--- src/rtl/instr_fetch_unit.sv ---
// Instruction fetch unit: issues in-order imem reads for the current PC, pairs each response
// with its address and queues {instr, pc} for decode; redirects flush wrong-path fetches.
module instr_fetch_unit #(
  parameter int WIDTH = 32,
  parameter int DEPTH = 2
) (
  input  logic             clk,
  input  logic             rst,
  input  logic [WIDTH-1:0] pc_i,
  input  logic             redirect,
  output logic             fetch_stall,
  output logic             imem_req_valid,
  input  logic             imem_req_ready,
  output logic [WIDTH-1:0] imem_req_addr,
  input  logic             imem_rsp_valid,
  input  logic [31:0]      imem_rsp_data,
  output logic             if_valid,
  input  logic             if_ready,
  output logic [31:0]      if_instr,
  output logic [WIDTH-1:0] if_pc
);

  localparam int PW = (DEPTH > 1) ? $clog2(DEPTH) : 1;
  localparam int CW = PW + 1;

  typedef enum logic {RUN = 1'b0, FLUSH = 1'b1} state_t;

  state_t           state_reg;
  logic [CW-1:0]    outstanding_reg, discard_reg, fifo_count_reg;
  logic [CW-1:0]    discard_next;
  logic [PW-1:0]    addr_wr_reg, addr_rd_reg, ififo_wr_reg, ififo_rd_reg;
  logic [WIDTH-1:0] addr_mem  [DEPTH];
  logic [31:0]      instr_mem [DEPTH];
  logic [WIDTH-1:0] pc_mem    [DEPTH];

  logic [CW:0] credit_used;
  logic        credit_ok, req_fire, rsp_fire, rsp_drop, push, pop;

  // Credit covers both in-flight reads and buffered instructions, so neither FIFO can overflow.
  assign credit_used    = {1'b0, outstanding_reg} + {1'b0, fifo_count_reg};
  assign credit_ok      = credit_used < (CW+1)'(DEPTH);
  assign imem_req_valid = rst & (state_reg == RUN) & credit_ok & ~redirect;
  assign imem_req_addr  = pc_i;
  assign req_fire       = imem_req_valid & imem_req_ready;
  assign fetch_stall    = ~req_fire;

  assign rsp_fire = imem_rsp_valid & (outstanding_reg != '0);
  assign rsp_drop = rsp_fire & (redirect | (discard_reg != '0));
  assign push     = rsp_fire & ~rsp_drop;

  assign if_valid = rst & (fifo_count_reg != '0);
  assign pop      = if_valid & if_ready;
  assign if_instr = instr_mem[ififo_rd_reg];
  assign if_pc    = pc_mem[ififo_rd_reg];

  // A response landing in the redirect cycle is already excluded from the new discard count.
  always_comb begin
    discard_next = discard_reg;
    if (redirect)
      discard_next = outstanding_reg - CW'(rsp_fire);
    else if (rsp_drop)
      discard_next = discard_reg - CW'(1);
  end

  always_ff @(posedge clk) begin
    if (!rst) begin
      state_reg       <= RUN;
      outstanding_reg <= '0;
      discard_reg     <= '0;
      fifo_count_reg  <= '0;
      addr_wr_reg     <= '0;
      addr_rd_reg     <= '0;
      ififo_wr_reg    <= '0;
      ififo_rd_reg    <= '0;
      for (int i = 0; i < DEPTH; i++) begin
        addr_mem[i]  <= '0;
        instr_mem[i] <= '0;
        pc_mem[i]    <= '0;
      end
    end else begin
      state_reg       <= (discard_next != '0) ? FLUSH : RUN;
      outstanding_reg <= outstanding_reg + CW'(req_fire) - CW'(rsp_fire);
      discard_reg     <= discard_next;

      if (req_fire) begin
        addr_mem[addr_wr_reg] <= pc_i;
        addr_wr_reg           <= addr_wr_reg + PW'(1);
      end
      // Every response retires its address entry, whether kept or dropped.
      if (rsp_fire)
        addr_rd_reg <= addr_rd_reg + PW'(1);

      if (redirect) begin
        ififo_wr_reg   <= '0;
        ififo_rd_reg   <= '0;
        fifo_count_reg <= '0;
      end else begin
        if (push) begin
          instr_mem[ififo_wr_reg] <= imem_rsp_data;
          pc_mem[ififo_wr_reg]    <= addr_mem[addr_rd_reg];
          ififo_wr_reg            <= ififo_wr_reg + PW'(1);
        end
        if (pop)
          ififo_rd_reg <= ififo_rd_reg + PW'(1);
        fifo_count_reg <= fifo_count_reg + CW'(push) - CW'(pop);
      end
    end
  end

  no_orphan_response: assert property (@(posedge clk) disable iff (!rst)
    !(imem_rsp_valid && (outstanding_reg == '0)));

endmodule
--- config.mk ---
export PLATFORM = sky130hd
export DESIGN_NAME = instr_fetch_unit
export DESIGN_NICKNAME = d
export VERILOG_FILES = /design/src/rtl/instr_fetch_unit.sv
export SDC_FILE = /design/constraint.sdc
export NUM_CORES = 1
export LEC_CHECK = 0
export ABC_AREA = 1
export CORE_MARGIN = 1.5
export CORE_UTILIZATION = 50
export DETAILED_ROUTE_END_ITERATION = 16
export PLACE_DENSITY = 0.75
export SLEW_MARGIN = 5
export SYNTH_ARGS = -nofsm -noshare
export SYNTH_HDL_FRONTEND = slang
export SYNTH_SLANG_ARGS = --single-unit
--- constraint.sdc ---
create_clock -name clk -period 4 [get_ports clk]
set_clock_uncertainty 0.1 [all_clocks]
set_input_delay 0.8 -clock clk [delete_from_list [all_inputs] [get_ports clk]]
set_output_delay 0.8 -clock clk [all_outputs]
set_load 0.005 [all_outputs]
### After elaboration in Yosys (flattened, before gate mapping)

Memory sizes are Yosys's and may differ from the RTL's. A register that Yosys moved wholly into a read port is not among the register bits.
Cells that the tools add are included.

| cells by class | value |
|---|---|
| add/subtract/negate cells | 11 |
| magnitude comparators | 1 |
| muxes and demuxes | 26 |
| bitwise operators | 15 |
| reduce and logical (&&, ||, !) cells | 8 |

Operators with widths:

| kind | count |
|---|---|
| $mux W32 | 3 |
| $reduce_or A32 Y1 | 3 |
| $mux W1 | 21 |
| $and A1 B1 Y1 | 9 |
| $reduce_bool A2 Y1 | 4 |
| $sub A2 B1 Y2 | 3 |
| $not A1 Y1 | 5 |
| $add A1 B1 Y1 const B | 4 |
| $add A2 B1 Y2 | 2 |
| $mux W2 | 2 |
| $add A2 B2 Y3 | 1 |
| $lt A3 B2 Y1 const B | 1 |
| $reduce_or A2 Y1 | 1 |
| $sub A2 B1 Y2 const B | 1 |
| $or A1 B1 Y1 | 1 |

| word-level totals | value |
|---|---|
| register bits | 11 |
| memory bits (writable) | 192 |
| input bits | 70 |
| output and inout port bits | 99 |
| word-level logic and storage cells | 72 |
| memories kept | 3 |

Memory list:

| memory | depth | bits a word | rd ports | clocked after Yosys merged registers in | write ports | RTL line | text |
|---|---|---|---|---|---|---|---|
| addr_mem | 2 | 32 | 1 | 1 | 2 | 32 | `logic [WIDTH-1:0] addr_mem [DEPTH];` |
| instr_mem | 2 | 32 | 1 | 1 | 2 | 33 | `logic [31:0] instr_mem [DEPTH];` |
| pc_mem | 2 | 32 | 1 | 1 | 2 | 34 | `logic [WIDTH-1:0] pc_mem [DEPTH];` |

### Depth between registers and ports, before layout

Gate-level depths: netlist of run 1.

| logic depth | value |
|---|---|
| word-level depth | 11 |
| gate-level depth with buffers | 12 |
| mapped depth without buffers | 12 |

### Least setup slack after synthesis of run 1

OpenSTA, ideal clock, no wires.

| timing path | value |
|---|---|
| path kind | input -> register |
| start point | input port redirect |
| end point | memory instr_mem[0][0], enable pin |
| library setup time | 0.424 ns |
| arrival time | 3.048 ns |
| required time | 3.476 ns |
| setup slack | 0.428 ns |
| stages on the path | 7 |
| buffers on the path | 2 |
| cells stage by stage | inv_2 -> nand2_1 -> nor3_2 -> nand3_1 -> clkbuf_1 -> clkbuf_1 -> nand2_1 |

RTL lines:

| element | RTL line | text |
|---|---|---|
| start: declaration | 10 | `input logic redirect,` |
| end: declaration | 33 |  |

### Worst setup path in the final report of run 1

| timing path | value |
|---|---|
| start point | register outstanding_reg[0] |
| end point | output port fetch_stall |

| on the way | value |
|---|---|
| word-level cells in the longest chain between the ends | 6 |

Ends and longest elaborated chain:

| element | RTL line | text |
|---|---|---|
| start: declaration | 29 | `logic [CW-1:0] outstanding_reg, discard_reg, fifo_count_reg;` |
| start signal: assignment | 82 | `outstanding_reg <= outstanding_reg + CW'(req_fire) - CW'(rsp_fire);` |
| $add A2 B2 Y3 | 40 | `assign credit_used = {1'b0, outstanding_reg} + {1'b0, fifo_count_reg};` |
| $lt A3 B2 Y1 | 41 | `assign credit_ok = credit_used < (CW+1)'(DEPTH);` |
| $and A1 B1 Y1 (2 in a row) | 42 | `assign imem_req_valid = rst & (state_reg == RUN) & credit_ok & ~redirect;` |
| $and A1 B1 Y1 | 44 | `assign req_fire = imem_req_valid & imem_req_ready;` |
| $not A1 Y1 | 45 | `assign fetch_stall = ~req_fire;` |
| end: declaration | 11 | `output logic fetch_stall,` |

Every way passes these cells.

==> results of run 1 <==
-- power breakdown --
group | internal [uW] | switching [uW]
Sequential | 2530 | 112
Clock | 1090 | 745
Combinational | 397 | 370
-- area by class of cell --
class,instances,share of cell area [%]
Timing Repair Buffer,181,15.9
Multi-Input combinational cell,351,19.8
Clock buffer,25,4.79
Sequential cell,205,53.5
Tap cell,225,2.50
Inverter,81,2.70
Clock inverter,10,0.877
-- logic make-up after synthesis --
logic type	count (synthesis)	share of synthesized area (%)
mux	96	11.7
compound gates	10	0.561
simple gates	235	11.1
buf+inv	145	7.73
fa+ha+maj	7	1.07
flops	205	67.5
xor+xnor	3	0.295
-- Yosys cell counts, types with 2 or more instances --
master      n
edfxtp_1  192
nor2_1    171
buf_6       3
or2_2       2
xnor2_1     2
clkbuf_1   26
o21ai_0     2
mux2i_1    32
buf_4      32
dfxtp_1    13
ha_1        6
nand3_1    10
inv_1      80
buf_2       2
nand2_1    21
nor2_2     27
a21oi_1     8
mux2_2     64
-- critical path: stages, from the launching register on --
cell,delay [ps]
dfxtp_1,420
nand2_1,80
inv_1,70
fa_1,410
nor2_1,110
nor3b_4,260
nand2_1,150
clkdlybuf4s50_1,480
-- per-stage QoR --
stage                     total power, uW  util (%)  setup slack, ps  instance area, sq um
after detailed placement             3460      61.3              755                 10600
after floorplan                      3110         -              428                  8920
after global placement               3430      61.3              795                 10600
after CTS                            5290      65.0              589                 11300
final                                5240      65.0              639                 11300
after global routing                 5450      65.0              486                 11300
-- how the worst min path moves through the flow --
stage                             startpoint                       end  slack, ps  depth (start not counted)
floorplan           addr_rd_reg$_SDFFE_PN0P_                      flop        330                          1
global placement    addr_rd_reg$_SDFFE_PN0P_  addr_rd_reg$_SDFFE_PN0P_        340                          1
detailed placement  addr_rd_reg$_SDFFE_PN0P_                      flop        350                          1
CTS                 addr_rd_reg$_SDFFE_PN0P_                      flop        360                          1
global route        addr_rd_reg$_SDFFE_PN0P_                      flop        390                          1
finish              addr_rd_reg$_SDFFE_PN0P_                      flop        370                          1
-- routing by layer --
metal | track usage (%) | part of all wire, % | vias to the layer above
met2 | 30.8 | 50 | 159
met3 | 2.41 | 5.3 | 26
li1 | - | - | 2590
met5 | 0 | 0 | -
met4 | 6.09 | 2.3 | 0
met1 | 23.2 | 42 | 2496
==> results.json, run 1 <==
{
  "dr.pass1.iters": 4,
  "drc": 0,
  "endpoint": "fetch_stall",
  "die_h_microns": 137,
  "cts_setup_buffers": 0,
  "die-area_sq_um": 18700,
  "rsz0062_at_grt": "no",
  "p_leak_uw": 0.00444,
  "multi_input_area_sq_um": 2230,
  "areaGrowthSynthToFinish_pct": 26.4,
  "hold_viol": 0,
  "routed_via_density": 4.89,
  "timing.fmax_mhz": 298,
  "start_util_pct": 51.4,
  "place_inst": 1043,
  "port_buffers": 168,
  "avgRoutedWirePerCell_microns": 15.7,
  "maxCapViolations": 0,
  "gr-total-overflow": 0,
  "finalNetCount": 918,
  "fp.dieW_microns": 137,
  "row_count": 48,
  "synth-main-ff-cell": "edfxtp_1",
  "cts.sinks": 205,
  "setup_viol": 0,
  "synthCells": 701,
  "worst_pin_slew_ps": 1010,
  "maxSlewViolCount": 0,
  "first_iter_violations": 251,
  "relSlewSlack_pct": 32.6,
  "antenna_found_initial": 0,
  "cts_resized": 0,
  "htree_levels": 1,
  "coreArea_sq_um": 17400,
  "crit_required_ps": 3100,
  "fin_crit_sh_pct": 84.0,
  "reg2reg_depth": 9,
  "path_class": "reg2out",
  "cts_buffers": 21,
  "diodes": 0,
  "clk_latency_ps": 490,
  "synth-seq-area-share_pct": 67.5,
  "vdd_drop_max_v": 0.000313,
  "cts_hold_buf": 0,
  "layout_common_cells": "edfxtp_1, nor2_1, clkdlybuf4s50_1, inv_1, mux2_2",
  "finalCriticalPeriod_ps": 3360,
  "synth_top_area_share_pct": 64.6,
  "pwr_density_cell_nw_per_um2": 465,
  "cts.clk_slew.worst_paths_ps": 60,
  "setup-tns-final_ps": 0,
  "root_buffer": "clkbuf_16",
  "wirelength_microns": 17000,
  "drive_above_1_share_pct": 16.9,
  "yosys-top-cells-area": "edfxtp_1, mux2_2, nor2_1",
  "ant_nets": 0,
  "critPathMaxFanout": 4,
  "nFillCells": 1228,
  "place.gp.congestion": 0.769,
  "ys_types": 26,
  "r2r_start": "outstanding_reg[0]$_SDFF_PN0_",
  "ff2ff_setup_slack_ps": 1280,
  "end_kind": "primary output",
  "grt_usage_pct": 17.8,
  "r2r-end": "addr_mem[0][4]$_SDFFCE_PN0P_",
  "mostFrequentLayoutCell": "edfxtp_1",
  "critPathLaunchType": "flop",
  "status": "complete, no violations",
  "yosysTopAreaCell": "edfxtp_1",
  "grt_max_degree": 65,
  "top_regs": "addr_mem (64), instr_mem (64), pc_mem (64)",
  "synth_area_per_cell_sq_um": 12.7,
  "crit_arrival_ps": 2460,
  "synth_nets": 778,
  "tritoncts": "done",
  "stdcell_count": 1078,
  "grt_pass1_vias": 5218,
  "yosys_register_bits": 205,
  "num_vias": 5271,
  "seq_area_sq_um": 6030,
  "hp-class": "reg2reg",
  "timing.critical_path.from": "outstanding_reg[0]$_SDFF_PN0_",
  "syn_area_sq_um": 8920,
  "io_pins": 169,
  "grt_pass1_wl_microns": 25800,
  "clk_path_buf_depth": 3,
  "ys_warn_count": 0,
  "ys_async_sr_fraction_pct": 0,
  "synth-edff-count": 192,
  "dp_hpwl_microns": 11000,
  "holdWs_ps": 367
}
No activity file was read; power rests on OpenSTA's default activity.
==> run 2, diff against run 1 <==
- clock period: 4 -> 3.3 ns (I/O delays scaled with it)
==> run 2 against run 1 <==
Net effect:
- cell count stayed put
- final area is 0.17% lower
- sequential cell count stayed put
- routed wire length is 0.59% higher
- hold slack worse by 13 ps
- sequential power is 21% higher
- count of clock-buffer cells in the layout is 1 higher
- setup slack worse by 490 ps
- sequential share of layout area is 0.089 points higher
==> results.json, run 2 (synthesis results as in run 1) <==
{
  "status": "complete, no violations",
  "maxSlewViolCount": 0,
  "relSlewSlack_pct": 31.8,
  "port_buffers": 168,
  "hp-class": "reg2reg",
  "first_iter_violations": 368,
  "layout_common_cells": "edfxtp_1, nor2_1, clkdlybuf4s50_1, inv_1, mux2_2",
  "routed_via_density": 4.91,
  "finalPower_uw": 6220,
  "die_h_microns": 137,
  "hold_viol": 0,
  "crit_arrival_ps": 2390,
  "cpMaxStageDelayCell": "clkdlybuf4s50_1",
  "worst_pin_slew_ps": 1020,
  "wl_met3_microns": 816,
  "htree_levels": 1,
  "clk_path_buf_depth": 3,
  "place.gp.congestion": 0.805,
  "avgRoutedWirePerCell_microns": 15.8,
  "dr.pass1.iters": 4,
  "end_kind": "primary output",
  "wl_met1_microns": 7180,
  "start_util_pct": 51.4,
  "nFillCells": 1286,
  "ant_nets": 0,
  "grt_pass1_wl_microns": 26400,
  "dpl-instance-area_sq_um": 10700,
  "cts_buffers": 21,
  "die-area_sq_um": 18700,
  "ff2ff_setup_slack_ps": 780,
  "tritoncts": "done",
  "areaGrowthSynthToFinish_pct": 26.2,
  "route.met2.wl_microns": 8610,
  "path_class": "reg2out",
  "rsz0062_at_grt": "no",
  "drc": 0,
  "p_leak_uw": 0.00442,
  "maxCapViolations": 0,
  "dp_hpwl_microns": 10500,
  "pwr_density_cell_nw_per_um2": 553,
  "setup_viol": 0,
  "diodes": 0,
  "cts.clk_slew.worst_paths_ps": 60,
  "grt_max_degree": 65,
  "crit_buf_inv": 2,
  "drive_above_1_share_pct": 16.6,
  "fin_area_sq_um": 11300,
  "root_buffer": "clkbuf_16",
  "coreArea_sq_um": 17400,
  "cts.sinks": 205,
  "finalCriticalPeriod_ps": 3150,
  "num_vias": 5289,
  "post-route-worst-setup-slack_ps": 150,
  "setup-tns-final_ps": 0,
  "critPathMaxFanout": 4,
  "cp_cell_sequence": "nand2_1, inv_1, fa_1, nor2_1, nor3b_4, nand2_2, clkdlybuf4s50_1",
  "grt_pass1_vias": 5461,
  "critical_path.top_delay_family": "simple AND/OR/NAND/NOR gates",
  "highest_layer": "met4",
  "critPathLaunchType": "flop",
  "wirelength_microns": 17100,
  "top_regs": "addr_mem (64), instr_mem (64), pc_mem (64)",
  "fin_crit_sh_pct": 95.5,
  "mostFrequentLayoutCell": "edfxtp_1",
  "cp_slowest_stage_delay_ps": 460,
  "gr-total-overflow": 0,
  "antenna_found_initial": 0,
  "crit_required_ps": 2540,
  "vdd_drop_max_v": 0.000327,
  "finalNetCount": 916,
  "clk_latency_ps": 480,
  "timing.fmax_mhz": 317,
  "fp.dieW_microns": 137,
  "grt_usage_pct": 18.4,
  "io_pins": 169,
  "cts_setup_buffers": 0,
  "row_count": 48,
  "dp_slack_ps": 313
}
## run 2: repair_timing
item                                    CTS  global route
hold buffers                              0             0
gates resized for setup                   0             1
endpoints found under the setup margin    0             1
## run 2: routing by layer
metal  track usage [%]  vias up
li1                  -     2584
met1              22.6     2511
met2              33.1      160
met3              2.48       34
met4              6.32        0
met5                 0        -
## run 2: metrics by stage
| stage | hold slack, ps | instances | util [%] |
|---|---|---|---|
| 2_1_floorplan | 326 | 701 | - |
| 3_3_place_gp | 334 | 1041 | 61.4 |
| 3_5_place_dp | 343 | 1041 | 61.4 |
| 4_1_cts | 356 | 1078 | 64.8 |
| 5_1_grt | 380 | 1078 | 64.9 |
| 6_report | 354 | 1078 | 64.9 |
## run 2: path summary, 6_finish.rpt
kind | startpoint | to | cells after the start
worst max-delay path | fifo_count_reg[0]$_SDFF_PP0_ | fetch_stall | 7
worst min-delay path | addr_rd_reg$_SDFFE_PN0P_ | flop | 1
worst max register to register | fifo_count_reg[0]$_SDFF_PP0_ | outstanding_reg[1]$_SDFF_PN0_ | 12
worst min register to register | addr_rd_reg$_SDFFE_PN0P_ | flop | 1
## run 2: layout make-up
class                           count  area [sq um]  area share, %
Multi-Input combinational cell    351          2230           19.8
Sequential cell                   205          6030           53.6
Inverter                           81           304           2.70
Timing Repair Buffer              179          1810           16.1
Tap cell                          225           282           2.50
Clock buffer                       26           544           4.83
Clock inverter                     11          51.3          0.456
## run 2: where the power goes
| part | internal [uW] | switching [uW] | total (uW) |
|---|---|---|---|
| logic | 487 | 457 | 945 |
| registers | 3070 | 130 | 3200 |
| clock network | 1170 | 910 | 2080 |
| total | 4720 | 1500 | 6220 |
## run 2: worst register-to-register path, cell delays in order, from the launching register on
cell	delay, ps
dfxtp_1	380
nand2_1	70
inv_1	70
fa_1	410
nor2_1	110
nor3b_4	270
nand2_2	120
ha_1	300
inv_1	40
ha_1	170
xnor2_1	170
o21ai_0	100
a21oi_1	120
